File: src/rtl/cpu_pkg.sv
// Shared widths, types and the issue-register layout for the operand fetch stage.
package cpu_pkg;

   localparam int ADDR_WIDTH    = 3;
   localparam int DATA_WIDTH    = 16;
   localparam int REG_FILE_SIZE = 1 << ADDR_WIDTH;
   localparam int OP_WIDTH      = 5;

   typedef logic [ADDR_WIDTH-1:0] reg_idx_t;
   typedef logic [DATA_WIDTH-1:0] word_t;
   typedef logic [OP_WIDTH-1:0]   op_t;

   // Contents of the pipeline register handed to execute.
   typedef struct packed {
      op_t      op;
      word_t    a;
      word_t    b;
      reg_idx_t rd;
      logic     rd_we;
   } issue_t;

endpackage

File: src/rtl/operand_fetch_scoreboard.sv
// Busy-bit scoreboard for in-flight destination registers.
// A writeback in the current cycle hides the busy bit it is about to clear,
// and a new writer set on the same edge as a clear keeps the register busy.
module scoreboard
   import cpu_pkg::*;
(
   input  logic     clk,
   input  logic     rst,
   input  logic     set_en,
   input  reg_idx_t set_addr,
   input  logic     clr_en,
   input  reg_idx_t clr_addr,
   input  reg_idx_t q1_addr,
   input  reg_idx_t q2_addr,
   input  reg_idx_t q3_addr,
   output logic     q1_busy,
   output logic     q2_busy,
   output logic     q3_busy
);

   logic [REG_FILE_SIZE-1:0] busy;

   // Clear on writeback, then set for the newly issued writer so set wins.
   always_ff @(posedge clk) begin
      if (rst) begin
         busy <= '0;
      end else begin
         if (clr_en)
            busy[clr_addr] <= 1'b0;
         if (set_en)
            busy[set_addr] <= 1'b1;
      end
   end

   assign q1_busy = busy[q1_addr] && !(clr_en && (clr_addr == q1_addr));
   assign q2_busy = busy[q2_addr] && !(clr_en && (clr_addr == q2_addr));
   assign q3_busy = busy[q3_addr] && !(clr_en && (clr_addr == q3_addr));

endmodule

File: src/rtl/operand_fetch.sv
// Operand fetch / issue stage: drives register file read addresses, bypasses
// same-cycle writeback data, stalls on RAW/WAW hazards via the scoreboard and
// registers the operands into a valid/ready stage feeding execute.
// Optional macro ZERO_REG_EN makes register 0 a hardwired zero that is never
// busy and never written.
module operand_fetch
   import cpu_pkg::*;
(
   input  logic     clk,
   input  logic     rst,
   input  logic     in_valid,
   output logic     in_ready,
   input  op_t      in_op,
   input  reg_idx_t in_rs1,
   input  reg_idx_t in_rs2,
   input  reg_idx_t in_rd,
   input  logic     in_rd_we,
   output reg_idx_t reg_r_addr_1,
   output reg_idx_t reg_r_addr_2,
   input  word_t    reg_r_data_1,
   input  word_t    reg_r_data_2,
   input  logic     wb_en,
   input  reg_idx_t wb_addr,
   input  word_t    wb_data,
   output logic     out_valid,
   input  logic     out_ready,
   output op_t      out_op,
   output word_t    out_a,
   output word_t    out_b,
   output reg_idx_t out_rd,
   output logic     out_rd_we
);

   issue_t out_reg;
   word_t  opnd_1;
   word_t  opnd_2;
   logic   rd_we_eff;
   logic   rs1_busy;
   logic   rs2_busy;
   logic   rd_busy;
   logic   hazard;
   logic   accept;

   assign reg_r_addr_1 = in_rs1;
   assign reg_r_addr_2 = in_rs2;

   // Operand selection: writeback bypass, with an optional hardwired zero register.
   always_comb begin
      opnd_1    = (wb_en && (wb_addr == in_rs1)) ? wb_data : reg_r_data_1;
      opnd_2    = (wb_en && (wb_addr == in_rs2)) ? wb_data : reg_r_data_2;
      rd_we_eff = in_rd_we;
`ifdef ZERO_REG_EN
      if (in_rs1 == '0)
         opnd_1 = '0;
      if (in_rs2 == '0)
         opnd_2 = '0;
      if (in_rd == '0)
         rd_we_eff = 1'b0;
`else
`endif
   end

   scoreboard u_scoreboard (
      .clk      (clk),
      .rst      (rst),
      .set_en   (accept && rd_we_eff),
      .set_addr (in_rd),
      .clr_en   (wb_en),
      .clr_addr (wb_addr),
      .q1_addr  (in_rs1),
      .q2_addr  (in_rs2),
      .q3_addr  (in_rd),
      .q1_busy  (rs1_busy),
      .q2_busy  (rs2_busy),
      .q3_busy  (rd_busy)
   );

   // Register 0 is never set busy under ZERO_REG_EN, so no special case is needed here.
   assign hazard   = in_valid && (rs1_busy || rs2_busy || (rd_we_eff && rd_busy));
   assign in_ready = !hazard && (!out_valid || out_ready);
   assign accept   = in_valid && in_ready;

   // Output pipeline register: load on accept, drop valid once execute takes it.
   always_ff @(posedge clk) begin
      if (rst) begin
         out_valid <= 1'b0;
         out_reg   <= '0;
      end else if (accept) begin
         out_valid     <= 1'b1;
         out_reg.op    <= in_op;
         out_reg.a     <= opnd_1;
         out_reg.b     <= opnd_2;
         out_reg.rd    <= in_rd;
         out_reg.rd_we <= rd_we_eff;
      end else if (out_ready) begin
         out_valid <= 1'b0;
      end
   end

   assign out_op    = out_reg.op;
   assign out_a     = out_reg.a;
   assign out_b     = out_reg.b;
   assign out_rd    = out_reg.rd;
   assign out_rd_we = out_reg.rd_we;

endmodule
File: config.mk
export PLATFORM = sky130hd
export DESIGN_NAME = operand_fetch
export DESIGN_NICKNAME = d
export VERILOG_FILES = /design/src/rtl/cpu_pkg.sv /design/src/rtl/operand_fetch_scoreboard.sv /design/src/rtl/operand_fetch.sv
export SDC_FILE = /design/constraint.sdc
export NUM_CORES = 1
export LEC_CHECK = 0
export ABC_AREA = 1
export CAP_MARGIN = 20
export CORE_MARGIN = 2
export CORE_UTILIZATION = 53
export DETAILED_ROUTE_END_ITERATION = 12
export DONT_BUFFER_PORTS = 1
export HOLD_SLACK_MARGIN = 0.03
export PLACE_DENSITY = 0.76
export RECOVER_POWER = 50
export SLEW_MARGIN = 20
export SYNTH_ARGS = -nofsm -noshare
export SYNTH_HDL_FRONTEND = slang
export SYNTH_SLANG_ARGS = --single-unit
export TNS_END_PERCENT = 10
File: constraint.sdc
create_clock -name clk -period 1.56 [get_ports clk]
set_input_delay 0.156 -clock clk [delete_from_list [all_inputs] [get_ports clk]]
set_output_delay 0.156 -clock clk [all_outputs]
set_load 0.01 [all_outputs]
# Yosys cells after proc, flatten, opt, wreduce, memory -nomap -nowiden
# Cells that the tools add are included.
[word_totals]
out_inout_bits = 49
register_bits = 50
[op_classes]
reduce_logical = 22
magnitude_cmp = 6
n_eq_ne = 3
n_bitwise = 3
mux = 17
[op_table]
columns = ["op", "n"]
rows = [
  ["$mux W16", 2],
  ["$mux W8", 3],
  ["$lt A3 B4 Y1 const B", 4],
  ["$logic_and A1 B1 Y1", 13],
  ["$bmux W1 S3", 3],
  ["$eq A3 B3 Y1", 3],
  ["$and A8 B8 Y8", 1],
  ["$not A8 Y8", 1],
  ["$or A8 B8 Y8", 1],
  ["$mux W1", 7],
  ["$demux W1 S3", 2],
  ["$ge A3 B1 Y1 const B", 2],
  ["$logic_not A1 Y1", 5],
  ["$logic_or A1 B1 Y1", 3],
  ["$reduce_bool A2 Y1", 1],
]

# Logic depth before layout (Yosys ltp)
# Gate-level depths: netlist (run 1).
[logic_depth]
ltp_word = 12
mapped_depth = 15

# By module
# Synthesis (run 1) repeated with hierarchy kept, for this count alone.
[hier_totals]
hier_cells = 511
hier_area_um2 = 3136.8
[modules_own_cells]
columns = ["mod", "n_inst", "cells_each", "area_each_um2"]
rows = [
  ["operand_fetch", 1, 363, 2384.8],
  ["scoreboard", 1, 148, 752.0],
]

# Least setup slack after synthesis (run 1)
# Ideal clock, no wire load.
[synth_timing]
path_kind = "input-to-reg"
start = "input port wb_addr[2]"
end = "register out_reg (netlist bit out_rd[2])"
path_buffers = 2
path_stages = 15
setup_time_ns = 0.128
setup_slack_ns = 0.075
arrival_ns = 1.357
required_time_ns = 1.432
path_cell_list = "buf_4 > inv_2 > nand2_1 > nand2_1 > nor2_1 > nand2_1 > nand3_1 > nand2_1 > nor2_4 > nand3_4 > buf_2 > nand2_1 > o21ai_1 > inv_1 > nor2_1"
[synth_between]
elab_chain_cells = 10
[synth_rtl]
columns = ["item", "line", "rtl"]
rows = [
  ["from (decl)", "operand_fetch.sv:23", "input reg_idx_t wb_addr,"],
  ["$eq A3 B3 Y1 (on tied branches)", "operand_fetch_scoreboard.sv:35, operand_fetch_scoreboard.sv:36, operand_fetch_scoreboard.sv:37", ""],
  ["$logic_and A1 B1 Y1 (on tied branches)", "operand_fetch_scoreboard.sv:35, operand_fetch_scoreboard.sv:36, operand_fetch_scoreboard.sv:37", ""],
  ["$logic_not A1 Y1 (on tied branches)", "operand_fetch_scoreboard.sv:35, operand_fetch_scoreboard.sv:36, operand_fetch_scoreboard.sv:37", ""],
  ["$logic_and A1 B1 Y1 (on tied branches)", "operand_fetch_scoreboard.sv:35, operand_fetch_scoreboard.sv:36, operand_fetch_scoreboard.sv:37", ""],
  ["$logic_or A1 B1 Y1 / $logic_and A1 B1 Y1 (equally long branches)", "operand_fetch.sv:79", "assign hazard = in_valid && (rs1_busy || rs2_busy || (rd_we_eff && rd_busy));"],
  ["$logic_or A1 B1 Y1 *", "operand_fetch.sv:79", ""],
  ["$logic_and A1 B1 Y1 *", "operand_fetch.sv:79", ""],
  ["$logic_not A1 Y1 *", "operand_fetch.sv:80", "assign in_ready = !hazard && (!out_valid || out_ready);"],
  ["$logic_and A1 B1 Y1 *", "operand_fetch.sv:80", ""],
  ["$logic_and A1 B1 Y1 *", "operand_fetch.sv:81", "assign accept = in_valid && in_ready;"],
  ["to (decl)", "operand_fetch.sv:34", "issue_t out_reg;"],
]
# Every way passes the cells marked *; elsewhere a longest branch is shown, timed or not.
# A chain may end at the register's enable or synchronous reset.

# Worst setup path in the final report (run 1)
[layout_timing]
start = "register u_scoreboard.busy[1]"
end = "register out_reg (netlist bit out_rd[0])"
[layout_between]
elab_chain_cells = 9
[layout_rtl]
columns = ["item", "line", "rtl"]
rows = [
  ["from (decl)", "operand_fetch_scoreboard.sv:21", "logic [REG_FILE_SIZE-1:0] busy;"],
  ["from (signal assigned)", "operand_fetch_scoreboard.sv:26", "busy <= '0;"],
  ["from (signal, indexed assignment)", "operand_fetch_scoreboard.sv:29", "busy[clr_addr] <= 1'b0;"],
  ["from (signal, indexed assignment)", "operand_fetch_scoreboard.sv:31", "busy[set_addr] <= 1'b1;"],
  ["$bmux W1 S3 (on tied branches)", "operand_fetch_scoreboard.sv:35, operand_fetch_scoreboard.sv:36, operand_fetch_scoreboard.sv:37", ""],
  ["$mux W1 (on tied branches)", "operand_fetch_scoreboard.sv:35, operand_fetch_scoreboard.sv:36, operand_fetch_scoreboard.sv:37", ""],
  ["$logic_and A1 B1 Y1 (on tied branches)", "operand_fetch_scoreboard.sv:35, operand_fetch_scoreboard.sv:36, operand_fetch_scoreboard.sv:37", ""],
  ["$logic_or A1 B1 Y1 / $logic_and A1 B1 Y1 (equally long branches)", "operand_fetch.sv:79", ""],
  ["$logic_or A1 B1 Y1 *", "operand_fetch.sv:79", ""],
  ["$logic_and A1 B1 Y1 *", "operand_fetch.sv:79", ""],
  ["$logic_not A1 Y1 *", "operand_fetch.sv:80", ""],
  ["$logic_and A1 B1 Y1 *", "operand_fetch.sv:80", ""],
  ["$logic_and A1 B1 Y1 *", "operand_fetch.sv:81", ""],
]
# Every way passes the cells marked *; elsewhere a longest branch is shown, timed or not. The select of a mux whose other input is x is not followed.

==> results of run 1 <==
flip-flops by register name, indices dropped and copies added, names as in the netlist:
name,cells
out_b,16
out_rd,3
out_op,5
u_scoreboard.busy,8
out_rd_we,1
out_valid,1
out_a,16
worst max path at each step:
stage | cells after the start | end | start
6_report | 13 | out_rd[0]$_SDFFE_PP0P_ | u_scoreboard.busy[1]$_SDFF_PP0_
5_1_grt | 13 | out_rd[0]$_SDFFE_PP0P_ | u_scoreboard.busy[3]$_SDFF_PP0_
4_1_cts | 8 | in_ready | u_scoreboard.busy[3]$_SDFF_PP0_
3_5_place_dp | 12 | out_rd[0]$_SDFFE_PP0P_ | u_scoreboard.busy[1]$_SDFF_PP0_
3_3_place_gp | 11 | out_a[8]$_SDFFE_PP0P_ | u_scoreboard.busy[1]$_SDFF_PP0_
2_1_floorplan | 15 | out_rd[2]$_SDFFE_PP0P_ | wb_addr[2]
kinds of logic (layout without fill, tap and decap cells):
kind of cell,after synthesis,after routing
AND/OR/NAND/NOR,252,252
buffers and inverters,112,98
AO/OA/AOI/OAI,57,57
flip-flops,50,50
XOR/XNOR,2,2
cell type report:
type                       count  share of cell area, %
sequential                    50                  30.34
timing repair buffer           9                  3.543
clock buffer                   7                  2.601
tap                           72                  2.714
inverter                      81                  9.159
clock inverter                 1                 0.2639
multi-input combinational    311                  51.38
metrics by stage:
| step | instances | power [uW] |
|---|---|---|
| after floorplan | 473 | 2034 |
| after global placement | 521 | 2079 |
| after detailed placement | 521 | 2099 |
| after CTS | 530 | 2914 |
| after global routing | 531 | 3111 |
| final | 531 | 2918 |
where the power goes:
group	total, uW	internal (uW)	switching [uW]
registers	1510	1380	125
clock network	807	367	439
logic	603	280	323
total	2920	2030	886
layer usage:
metal  track usage, %  vias to the layer above
li1                 -                     1404
met1            29.88                     1266
met2            34.50                      124
met3            7.753                       10
met4            7.627                        0
met5                0                        -
cells in the final DEF (no fill, tap or decap):
cell type,count
dfxtp_2,5
buf_8,1
nand3_1,14
nor2_4,1
clkbuf_1,1
buf_4,5
nand2_1,109
o21ai_2,3
inv_6,1
clkbuf_8,6
nor3b_2,32
nand3_4,1
buf_12,2
dfxtp_1,45
nand4_1,1
xnor2_1,2
nor2_2,11
o21a_1,1
inv_2,16
nor2_1,68
nand2_2,4
inv_1,65
o21ai_0,33
nand3_2,10
clkbuf_16,1
a21oi_1,15
o21bai_1,5
nand4_2,1
timing repair:
action | 4_1_cts | 5_1_grt
gates resized for setup | 15 | 23
pin swaps | 1 | 2
setup endpoints to repair | 49 | 51
setup buffers | 1 | 0
gates cloned | 0 | 1
hold endpoints to repair | 50 | 49
==> run_results.csv, run 1 <==
group,metric,value,unit
global_routing,grt_pass1_wl,11.46,mm
synthesis,ys.flop_type,"dfxtp_1",
synthesis,async_flop_share,0,%
placement,post-place-ws,-0.05602,ns
die,core,5574,um^2
layout,utilization,59.55,%
sta,worst_slew_pin_slew,0.2758,ns
layout,num_antenna_cells,0,
worst_setup_path,crit_path_max_fanout,34,
sta,clock.fmax,626.6,MHz
synthesis,ys_seq_area_share,32.32,%
worst_setup_path,required,1.76,ns
worst_setup_path,reg2regPathDepth,13,
route,wl_per_cell,14.09,um
worst_setup_path,cp_cell_sequence,"inv_2, nand2_1, nand3_2, nand3_1, nand3_2, nand2_2, nor2_4, nand3_4, buf_12, nand2_1, o21ai_2, inv_1, nor2_1",
synthesis,synth-warning-count,0,
sta,slew_viol_final,0,
cts,clkTransAtPathRegs,0.09,ns
synthesis,synthTopCellsByArea,"dfxtp_1, nand2_1, nor3b_2",
layout,fill_cells,527,
placement,placed_area,3093,um^2
cts,clockBufferDepth,2,
worst_hold_path,hp-start,"rst",
synthesis,yosys.area.top_type_share,32.32,%
sta,hold_viol_final,45,
route,wl_met3,769,um
sta,setup_ws,-0.03586,ns
sta,tns,-0.2652,ns
outcome,violations,"negative hold slack, negative setup slack",
cts,cts_num_sinks,50,
sta,rsz0062_at_grt,"true",
route,post_drt_via_cell_ratio,5.281,
worst_hold_path,hold_depth,1,
synthesis,synth_top_cell_by_area,"dfxtp_1",
synthesis,synth.cell_area,3097,um^2
placement,place.gp.congestion,0.8631,
worst_setup_path,worstSetupEndpointType,"flip-flop",
synthesis,synth_top_family_by_area,"simple AND/OR/NAND/NOR gates",
power_and_ir_drop,power_density,879.0,nW/um^2
synthesis,synth-compound-area-share,9.818,%
worst_setup_path,crit_type,"flip-flop to flip-flop",
synthesis,synth-simple-area-share,41.94,%
route,drtPass1Iterations,5,
layout,nNetsFinal,529,
synthesis,avgSynthCellArea,6.547,um^2
worst_setup_path,cp_slowest_stage_delay,0.33,ns
route,vias,2804,
cts,cts_made_buffers,5,
power_and_ir_drop,vdd_drop_max,0.5233,mV
layout,regArea,1007,um^2
flow_run,cap_viol_max_count,0,
sta,finalCriticalPeriod,1.596,ns
global_routing,grt_use_total,22.65,%
global_routing,grt_pass1_vias,2396,
placement,portBuffers,0,
route,top_layer,"met4",
synthesis,netlist_instances,473,
layout,multi_input_area,1705,um^2
synthesis,yosysMostFrequentCell,"nand2_1",
worst_setup_path,crit_family,"simple AND/OR/NAND/NOR gates",
worst_setup_path,cp.arrival,1.80,ns
route,drcViolationCount,0,
die,io_pins,120,
worst_setup_path,cp_slowest_cell,"dfxtp_2",
outcome,status,"complete, but fails checks",
worst_setup_path,crit_buf_inv,3,
die,dieArea,6471,um^2
worst_setup_path,crit_path_start_kind,"flip-flop",
global_routing,grt_max_degree,51,
cts,clk_latency,0.30,ns
worst_setup_path,r2r-start,"u_scoreboard.busy[1]$_SDFF_PP0_",
global_routing,grt-ovfl-total,0,
die,start_util,55.56,%
synthesis,yosys.cell_types.count,25,
route,postRouteAntennaNets,0,
placement,hpwlAfterDp,5.575,mm
layout,area_delta_synth_final,7.192,%
synthesis,yosys.area_share.adder,0,%
die,std_cell_rows,27,
layout,drive_above_1_share,21.79,%
die,die_y,80.44,um
synthesis,synth-xor-area-share,0.5657,%
synthesis,syn_nets,544,
power_and_ir_drop,leakagePower,0.001655,uW
worst_setup_path,r2r-end,"out_rd[0]$_SDFFE_PP0P_",
sta,period_share,102.3,%
synthesis,ys_seq_elements,50,
worst_hold_path,hold_class,"primary input to flip-flop",
sta,holdWs,-0.09463,ns
synthesis,synth.mux.area_fraction,0,%
worst_setup_path,reg2reg_slack,-0.04,ns
sta,slew_headroom,81.42,%
cts,cts_tree,"yes",
synthesis,synth_edf_count,0,
route,drtIter0Drc,192,
route,finalWirelength,7.480,mm
die,die_x,80.44,um
layout,postLayoutCellArea,3319,um^2
sta,finalSetupViolations,22,
synthesis,synth.top_cells.by_count,"nand2_1, nor2_1, inv_1",
route,wl_met2,3.433,mm
global_routing,antenna_found_initial,0,
route,wl_met1,3.182,mm
sta,skew,0.01004,ns
cts,root_buffer,"clkbuf_8",
worst_hold_path,worst_hold_path.endpoint,"out_valid$_SDFFE_PP0P_",
cts,cts_htree_levels,2,
Power figures use the tool's default switching activity.
==> inputs of run 2 (changes only) <==
- MAX_ROUTING_LAYER: unset -> met4
==> run 2 against run 1 <==
Net effect: the flow still finishes with violations (negative hold slack, negative setup slack); sequential share of layout area fell by 0.79 points; register-to-register slack worse by 0.05 ns; clock power rose by 2.6%; flip-flop and latch count unchanged; utilization grew 1.6 points; via count is 1.9% higher; maximum frequency decreased by 3.0%; clock-buffer cell count decreased by 1; largest cell class unchanged.
==> run_results.csv, run 2 (synthesis results as in run 1) <==
group,metric,value,unit
global_routing,grt_pass1_vias,2436,
sta,rsz0062_at_grt,"true",
global_routing,grt-ovfl-total,0,
cts,clk_latency,0.31,ns
sta,hold_viol_final,45,
worst_hold_path,hold_depth,1,
die,dieArea,6471,um^2
power_and_ir_drop,p_total,2996,uW
sta,worst_slew_pin_slew,0.3114,ns
die,std_cell_rows,27,
route,finalWirelength,7.968,mm
global_routing,grt_use_total,23.43,%
outcome,violations,"negative hold slack, negative setup slack",
placement,placed_area,3100,um^2
worst_setup_path,required,1.77,ns
route,wl_per_cell,14.89,um
die,die_y,80.44,um
sta,finalCriticalPeriod,1.644,ns
worst_hold_path,hold_class,"primary input to flip-flop",
sta,slew_headroom,79.02,%
worst_setup_path,reg2regPathDepth,11,
power_and_ir_drop,vdd_drop_max,0.5277,mV
cts,cts_htree_levels,2,
route,post_drt_via_cell_ratio,5.338,
worst_setup_path,timing.critical_path.mode_cell,"nand3_2",
cts,clockBufferDepth,2,
worst_setup_path,cp_slowest_stage_delay,0.34,ns
power_and_ir_drop,leakagePower,0.001680,uW
layout,fill_cells,526,
sta,holdWs,-0.09129,ns
sta,finalSetupViolations,49,
worst_setup_path,cp.depth,11,
placement,hpwlAfterDp,5.687,mm
sta,clock.fmax,608.1,MHz
flow_run,cap_viol_max_count,0,
sta,setup_ws,-0.08445,ns
die,io_pins,120,
global_routing,grt_pass1_wl,11.57,mm
layout,layout_common_cells,"nand2_1, inv_1, nor2_1",
worst_setup_path,crit_buf_inv,2,
layout,finalNonFillerCells,535,
worst_setup_path,crit_path_start_kind,"flip-flop",
layout,drive_above_1_share,24.19,%
placement,place.gp.congestion,0.8891,
cts,clkTransAtPathRegs,0.10,ns
cts,cts_made_buffers,5,
sta,slew_viol_final,0,
die,die_x,80.44,um
layout,nNetsFinal,533,
worst_setup_path,cp_cell_sequence,"inv_4, nand2_1, nand3_2, nand3_1, nand3_2, nand2_2, nor2_4, nand3_4, buf_12, nor2_1, nor3b_2",
cts,root_buffer,"clkbuf_8",
global_routing,grt_max_degree,51,
sta,skew,0.006448,ns
die,core,5574,um^2
die,start_util,55.56,%
route,drcViolationCount,0,
worst_setup_path,crit_family,"simple AND/OR/NAND/NOR gates",
sta,period_share,105.4,%
layout,final_common_cell,"nand2_1",
layout,num_antenna_cells,0,
global_routing,antenna_found_initial,0,
cts,cts_num_sinks,50,
route,drtIter0Drc,268,
route,vias,2856,
worst_setup_path,worstSetupEndpointType,"flip-flop",
worst_setup_path,crit_type,"flip-flop to flip-flop",
outcome,status,"complete, but fails checks",
layout,area_delta_synth_final,10.06,%
route,postRouteAntennaNets,0,
route,drtPass1Iterations,4,
worst_setup_path,cp_slowest_cell,"dfxtp_2",
worst_setup_path,cp.arrival,1.85,ns
placement,numPlacedInstances,522,
worst_setup_path,crit_path_max_fanout,32,
placement,portBuffers,0,
power_and_ir_drop,power_density,879.1,nW/um^2
layout,postLayoutCellArea,3408,um^2
layout,utilization,61.14,%
cts,cts_tree,"yes",
[run 2: power breakdown]
part / total (uW) / switching, uW / internal, uW / leakage (uW)
logic: 659 / 348 / 311 / 0.00122
clock network: 828 / 462 / 366 / 0.0000478
registers: 1510 / 125 / 1380 / 0.000411
[run 2: area by class of cell]
type | instances | area [um^2] | share of cell area (%)
Sequential cell | 50 | 1007 | 29.55
Multi-Input combinational cell | 312 | 1739 | 51.03
Clock inverter | 2 | 16.27 | 0.4772
Clock buffer | 6 | 82.58 | 2.423
Tap cell | 72 | 90.09 | 2.643
Inverter | 81 | 311.5 | 9.141
Timing Repair Buffer | 12 | 161.4 | 4.736
[run 2: through the flow]
step                setup slack (ns)  TNS [ns]
floorplan                    0.07517         0
global placement            -0.01493  -0.06239
detailed placement          -0.06458    -1.525
CTS                         -0.06088  -0.08257
global route                 -0.2208    -9.345
finish                      -0.08445    -2.596
[run 2: path summary, 6_finish.rpt]
| check | slack (ns) | end | start |
|---|---|---|---|
| worst max-delay path | -0.08 | out_b[6]$_SDFFE_PP0P_ | u_scoreboard.busy[1]$_SDFF_PP0_ |
| worst min-delay path | -0.09 | out_a[7]$_SDFFE_PP0P_ | rst |
| worst max register to register | -0.08 | out_b[6]$_SDFFE_PP0P_ | u_scoreboard.busy[1]$_SDFF_PP0_ |
| worst min register to register | 0.50 | out_op[2]$_SDFFE_PP0P_ | out_op[2]$_SDFFE_PP0P_ |
[run 2: metal layers]
metal  up-vias  share of wire (%)  global-route usage [%]
li1       1419                  -                       -
met1      1300                 42                   29.90
met2       125                 47                   36.67
met3        12                9.1                   7.079
met4         0                1.4                   5.424
met5         -                  0                       -
[run 2: timing repair]
action                                  CTS  global route
cloned                                    0             3
endpoints found under the hold margin    50            50
endpoints found under the setup margin   49            51
pin swaps                                 4             5
setup buffers                             0             2
gates resized for setup                  16            34
